[src/rtl/axil_slave_write.sv]
// -----------------------------------------------------------------------------
// axil_slave_write
//
// AXI-lite write slave. Holds one write address and one write data beat in
// independent single-entry registers, pairs the oldest of each, range-checks
// the address and issues one word write on a valid/ready storage port. One B
// response is returned per pair.
//
// Handshake rule for every channel here (AW, W, B, WR): a transfer happens on
// the rising clock edge where valid && ready are both high; a source holds its
// payload stable while valid is high and ready is low.
//
// Ports:
//   S_AXI_ACLK, S_AXI_ARESET     clock, asynchronous active-high reset
//   S_AXI_AW*                    write address channel (AWPROT ignored)
//   S_AXI_W*                     write data channel
//   S_AXI_B*                     write response channel
//   WR_VALID/READY/ADDR/DATA/STRB  word write request to storage
//   WR_ERR                       storage error, sampled on WR handshake
// -----------------------------------------------------------------------------
module axil_slave_write #(
    parameter int C_AXI_DATA_WIDTH = 32,
    parameter int C_AXI_ADDR_WIDTH = 6,
    parameter int ADDR_LIMIT       = 2**C_AXI_ADDR_WIDTH
) (
    input  logic                              S_AXI_ACLK,
    input  logic                              S_AXI_ARESET,

    input  logic                              S_AXI_AWVALID,
    output logic                              S_AXI_AWREADY,
    input  logic [C_AXI_ADDR_WIDTH-1:0]       S_AXI_AWADDR,
    input  logic [2:0]                        S_AXI_AWPROT,

    input  logic                              S_AXI_WVALID,
    output logic                              S_AXI_WREADY,
    input  logic [C_AXI_DATA_WIDTH-1:0]       S_AXI_WDATA,
    input  logic [C_AXI_DATA_WIDTH/8-1:0]     S_AXI_WSTRB,

    output logic                              S_AXI_BVALID,
    input  logic                              S_AXI_BREADY,
    output logic [1:0]                        S_AXI_BRESP,

    output logic                              WR_VALID,
    input  logic                              WR_READY,
    output logic [C_AXI_ADDR_WIDTH-$clog2(C_AXI_DATA_WIDTH/8)-1:0] WR_ADDR,
    output logic [C_AXI_DATA_WIDTH-1:0]       WR_DATA,
    output logic [C_AXI_DATA_WIDTH/8-1:0]     WR_STRB,
    input  logic                              WR_ERR
);

    localparam int AW  = C_AXI_ADDR_WIDTH;
    localparam int DW  = C_AXI_DATA_WIDTH;
    localparam int SW  = DW / 8;
    localparam int LSB = $clog2(SW);

    // Limit is compared in AW+1 bits so that ADDR_LIMIT = 2**AW fits.
    localparam logic [AW:0] LIMIT = (AW+1)'(ADDR_LIMIT);

    localparam logic [1:0] RESP_OKAY   = 2'b00;
    localparam logic [1:0] RESP_SLVERR = 2'b10;
    localparam logic [1:0] RESP_DECERR = 2'b11;

    logic          aw_full;
    logic [AW-1:0] aw_addr;
    logic          w_full;
    logic [DW-1:0] w_data;
    logic [SW-1:0] w_strb;

    logic          b_free;
    logic          pair;
    logic          in_range;
    logic          nz;
    logic          consume;
    logic          aw_hs;
    logic          w_hs;
    logic [1:0]    resp_next;

    assign b_free   = !S_AXI_BVALID || S_AXI_BREADY;
    assign pair     = aw_full && w_full && b_free;
    assign in_range = {1'b0, aw_addr} < LIMIT;
    assign nz       = |w_strb;

    // Out-of-range or empty-strobe pairs retire without touching storage.
    assign WR_VALID = pair && in_range && nz;
    assign consume  = pair && (WR_READY || !in_range || !nz);

    // A hold can refill in the same cycle its current entry is consumed.
    assign S_AXI_AWREADY = !S_AXI_ARESET && (!aw_full || consume);
    assign S_AXI_WREADY  = !S_AXI_ARESET && (!w_full  || consume);

    assign aw_hs = S_AXI_AWVALID && S_AXI_AWREADY;
    assign w_hs  = S_AXI_WVALID  && S_AXI_WREADY;

    assign WR_ADDR = aw_addr[AW-1:LSB];
    assign WR_DATA = w_data;
    assign WR_STRB = w_strb;

    always_comb begin
        resp_next = RESP_OKAY;
        if (!in_range)
            resp_next = RESP_DECERR;
        else if (!nz)
            resp_next = RESP_OKAY;
        else if (WR_ERR)
            resp_next = RESP_SLVERR;
    end

    // Control state: fill flags and B channel.
    always_ff @(posedge S_AXI_ACLK or posedge S_AXI_ARESET) begin
        if (S_AXI_ARESET) begin
            aw_full      <= 1'b0;
            w_full       <= 1'b0;
            S_AXI_BVALID <= 1'b0;
            S_AXI_BRESP  <= RESP_OKAY;
        end else begin
            if (aw_hs)
                aw_full <= 1'b1;
            else if (consume)
                aw_full <= 1'b0;

            if (w_hs)
                w_full <= 1'b1;
            else if (consume)
                w_full <= 1'b0;

            if (consume) begin
                S_AXI_BVALID <= 1'b1;
                S_AXI_BRESP  <= resp_next;
            end else if (S_AXI_BREADY) begin
                S_AXI_BVALID <= 1'b0;
            end
        end
    end

    // Payload holds: qualified by the fill flags, so no reset needed.
    always_ff @(posedge S_AXI_ACLK) begin
        if (aw_hs)
            aw_addr <= S_AXI_AWADDR;
        if (w_hs) begin
            w_data <= S_AXI_WDATA;
            w_strb <= S_AXI_WSTRB;
        end
    end

    // Protection bits carry no meaning for this slave.
    logic unused_bits;
    assign unused_bits = ^S_AXI_AWPROT;

endmodule

[config.mk]
export PLATFORM = sky130hd
export DESIGN_NAME = axil_slave_write
export DESIGN_NICKNAME = d
export VERILOG_FILES = /design/src/rtl/axil_slave_write.sv
export SDC_FILE = /design/constraint.sdc
export NUM_CORES = 1
export LEC_CHECK = 0
export CAP_MARGIN = 20
export CORE_ASPECT_RATIO = 0.9
export CORE_MARGIN = 1.5
export CORE_UTILIZATION = 31
export CTS_CLUSTER_DIAMETER = 120
export DETAILED_ROUTE_END_ITERATION = 7
export PLACE_DENSITY = 0.81
export SLEW_MARGIN = 20
export SYNTH_ARGS = -nofsm -noshare
export SYNTH_HDL_FRONTEND = slang
export SYNTH_SLANG_ARGS = --single-unit
[constraint.sdc]
create_clock -name S_AXI_ACLK -period 3 [get_ports S_AXI_ACLK]
set_clock_uncertainty 0.05 [all_clocks]
set_input_delay 0.6 -clock S_AXI_ACLK [delete_from_list [all_inputs] [get_ports S_AXI_ACLK]]
set_output_delay 0.6 -clock S_AXI_ACLK [all_outputs]
set_load 0.005 [all_outputs]
Word-level counts from Yosys, hierarchy flattened. Cells that the tools add are included.

Logic and storage cells: 35. Bits of input ports: 52. Output and inout port bits: 46. Flip-flop bits (word level): 47.

Reduce and logical (&&, ||, !) cells: 21. Muxes and demuxes: 7.

Operator list (number): logical AND 1 bit (8); nonzero test 2 bit (3); logical NOT 1 bit (5); 2-to-1 mux 1 bit (5); logical OR 1 bit (4); 2-to-1 mux 2 bit (2); OR reduction 4 bit (1).

Longest topological paths before layout.
Depth after elaboration: 8. Mapped depth: 3. Mapped depth without buffers: 3.

Least setup slack after synthesis. OpenSTA, ideal clock, no wires.

Path kind: register to register. Start: register w_strb[1] (netlist: WR_STRB[1]). End: register w_data[0] (netlist: WR_DATA[0]) (enable). Clock period less this slack: 3.312 ns. Cell stages (with the launch flop): 4. Required time: 2.509 ns. Path slack: -0.312 ns. Setup time: 0.441 ns. Buffers on the path: 0. Arrival time: 2.821 ns. Cells stage by stage: edfxtp_1 nor4_4 o2111ai_2 a21oi_1.

Longest elaborated chain between the ends: 7.

Ends and longest elaborated chain: from (decl) (line 67) `logic [SW-1:0] w_strb;`; from (signal assigned) (line 141) `w_strb <= S_AXI_WSTRB;`; OR reduction 4 bit (line 81) `assign nz = |w_strb;`; logical NOT 1 bit; logical OR 1 bit (line 85) `assign consume = pair && (WR_READY || !in_range || !nz);`; logical AND 1 bit (line 85); logical OR 1 bit (line 89) `assign S_AXI_WREADY = !S_AXI_ARESET && (!w_full || consume);`; logical AND 1 bit (line 89); logical AND 1 bit (line 92) `assign w_hs = S_AXI_WVALID && S_AXI_WREADY;`; via w_hs (line 75) `logic w_hs;`; to (signal assigned) (line 140) `w_data <= S_AXI_WDATA;`; to (decl) (line 66) `logic [DW-1:0] w_data;`.

The timed path passes the listed nets, and every way through them passes these cells. A chain may end at the register's enable or synchronous reset.

Worst setup path in the final report.
Start: input port S_AXI_BREADY. End: output port S_AXI_AWREADY.

Longest elaborated chain between the ends: 5.

Ends and longest elaborated chain: from (decl) (line 40) `input logic S_AXI_BREADY,`; logical OR 1 bit (line 78) `assign b_free = !S_AXI_BVALID || S_AXI_BREADY;`; logical AND 1 bit (line 79) `assign pair = aw_full && w_full && b_free;`; logical AND 1 bit (line 85); logical OR 1 bit (line 88) `assign S_AXI_AWREADY = !S_AXI_ARESET && (!aw_full || consume);`; logical AND 1 bit (line 88); to (decl) (line 30) `output logic S_AXI_AWREADY,`.

Every way passes these cells.

==> summary.md <==
| Metric | Value |
|---|---|
| RePlAce Congestion | `0.853` |
| Drt pass-1 iters | `4` |
| Total power | `1630 µW` |
| Row Count | `23` |
| Clk pin slew, worst setup/hold paths | `0.08 ns` |
| Die area | `5080 µm²` |
| Gr busiest metal | `met2` |
| Final wirelength | `3340 µm` |
| Width of the die | `74.9 µm` |
| Ys Warns | `0` |
| Avg Inst Size Synth | `22.6 µm²` |
| Met1 track demand over resource | `0.144` |
| Multi-input logic area | `135 µm²` |
| Core area | `4460 µm²` |
| Initial antenna violation count | `0` |
| Setup violators final | `0` |
| CP endpoint kind | `output port` |
| Clk Latency, worst-skew pair | `0.28 ns` |
| DRT iter0 DRCs | `64` |
| Mapped cell area | `1440 µm²` |
| Max Cap Violations | `0` |
| Final #Nets | `215` |
| Area growth from synthesis to layout | `78.3%` |
| Via density | `4.27` |
| Largest net degree at the start of global routing | `37` |
| Vias in the first global route | `1035` |
| Hold_buf cts | `0` |
| Diodes inserted | `0` |
| Setup crit start kind | `primary input` |
| Bufs on Longest Clock Path | `2` |
| CP Data Arrival Time | `2.16 ns` |
| GR Overflow Total | `0` |
| Final worst-path cycle share | `0.938` |
| Net Count, Synth | `116` |
| Initial core utilization | `0.324` |
| Max Clock Freq | `355 MHz` |
| Share of cells above drive strength 1 | `0.0793` |
| Met2 Use GR | `0.216` |
| GR Layer Usage met3 | `0.0910` |
| Data required time of the critical path | `2.35 ns` |
| Outcome | `completed` |
| Most frequent cells in the layout | `clkdlybuf4s50_1, edfxtp_1, clkbuf_8` |
| Input/output buffers | `91` |
| IO Count | `98` |
| Peak supply drop | `0.353 mV` |
| R2R depth | `4` |
| Commonest non-fill, non-tap cell in the layout | `clkdlybuf4s50_1` |
| Depth of the CTS H-tree | `2` |
| RSZ-0062 raised after global routing | `no` |
| Setup Fix Bufs, Post-CTS | `0` |
| Final ANT Viol Nets | `0` |
| Hold depth | `1` |
| Chip height | `67.7 µm` |
| TritonCTS clock tree | `yes` |
| Leak | `0.000895 µW` |
| Final Hold Vio Count | `0` |
| Final min period | `2.81 ns` |
| Worst Hold Class | `reg -> reg` |
| DRC viols | `0` |
| Cts repair resizes | `0` |
| Crit Path Class | `in -> out` |
| First-pass GRT wire length | `4940 µm` |
| DP HPWL | `2660 µm` |
| TNS Setup | `0 ns` |
| Netlist cell types | `14` |
| Clk root buf | `clkbuf_8` |
| Via Count | `964` |
| FILL cells | `350` |
| Fin. max-slew vios | `0` |
| Worst Path Max Fanout | `4` |
| WL per Instance | `14.8 µm` |
| GR Util All Layers | `0.134` |
| PwrDens | `634 nW/µm²` |
| CTS Sinks | `44` |
| Seq cells post-synth | `44` |
| Reg area | `1300 µm²` |
| TritonCTS buffer count | `5` |
| Sequential area share after synthesis | `0.901` |
| Cells after Synth | `64` |
## worst paths after layout
kind | from | end | slack [ns]
setup / recovery | S_AXI_BREADY | S_AXI_AWREADY | 0.19
hold / removal | S_AXI_BRESP[1]$_DFFE_PP0P_ | S_AXI_BRESP[1]$_DFFE_PP0P_ | 0.49
setup reg to reg | WR_STRB[1]$_DFFE_PP_ | aw_addr[4]$_DFFE_PP_ | 1.03
hold reg to reg | S_AXI_BRESP[1]$_DFFE_PP0P_ | S_AXI_BRESP[1]$_DFFE_PP0P_ | 0.49
max in group asynchronous | S_AXI_ARESET | w_full$_DFFE_PP0P_ | 2.19
min in group asynchronous | S_AXI_ARESET | S_AXI_BVALID$_DFFE_PP0P_ | 0.53
## routing by layer
metal	wire length, µm	part of all wire	up-vias
li1	-	-	445
met1	1120	0.34	445
met2	1660	0.50	70
met3	523	0.16	4
met4	34	0.010	0
met5	0	0	-
## where the power goes
group	total (µW)	internal [µW]	switching [µW]
Combinational	375	237	137
Sequential	823	773	50.2
Clock	435	246	189
Total	1630	1260	376
## synth_stat cells (all sizes together)
library cell  instances  share of area
edfxtp               40           0.83
a21oi                 4          0.014
dfrtp                 4          0.069
inv                   3         0.0078
nand2                 3         0.0078
o21ai                 2         0.0069
a32o                  1         0.0069
buf                   1         0.0052
conb                  1         0.0026
nand2b                1         0.0043
nor4                  1          0.015
nor4b                 1          0.010
o2111a                1         0.0078
o2111ai               1          0.010
## stage by stage
| step | area, µm² | util | cells | setup slack [ns] | hold WS (ns) |
|---|---|---|---|---|---|
| 2_1_floorplan | 1450 | - | 64 | 0.479 | 0.332 |
| 6_report | 2570 | 0.577 | 226 | 0.185 | 0.487 |
| 5_1_grt | 2570 | 0.577 | 226 | 0.158 | 0.503 |
| 3_3_place_gp | 2460 | 0.552 | 218 | 0.310 | 0.428 |
| 3_5_place_dp | 2460 | 0.552 | 218 | 0.186 | 0.454 |
| 4_1_cts | 2570 | 0.577 | 226 | 0.200 | 0.484 |
## critical path, stage by stage
cell	delay (ns)
clkdlybuf4s50_1	0.46
nand2b_1	0.18
o2111ai_2	0.17
a21oi_1	0.21
clkdlybuf4s50_1	0.55
## cell families after synthesis
| group | share of synthesized area |
|---|---|
| compound gates | 0.0459 |
| buf+inv | 0.0130 |
| flops | 0.901 |
| other cells | 0.00260 |
| simple gates | 0.0373 |
## registers in the layout (all words and copies together) (netlist names)
register,count
S_AXI_BRESP,1
WR_DATA,32
WR_STRB,4
S_AXI_BVALID,1
aw_full,1
aw_addr,4
w_full,1
## area by class of cell
class,count,share of cell area
Inverter,3,0.00437
Clock buffer,5,0.0267
Clock inverter,3,0.0165
Multi-Input combinational cell,16,0.0525
Sequential cell,44,0.505
Tap cell,62,0.0301
Timing Repair Buffer,93,0.364
(Power assumes the default switching activity.)
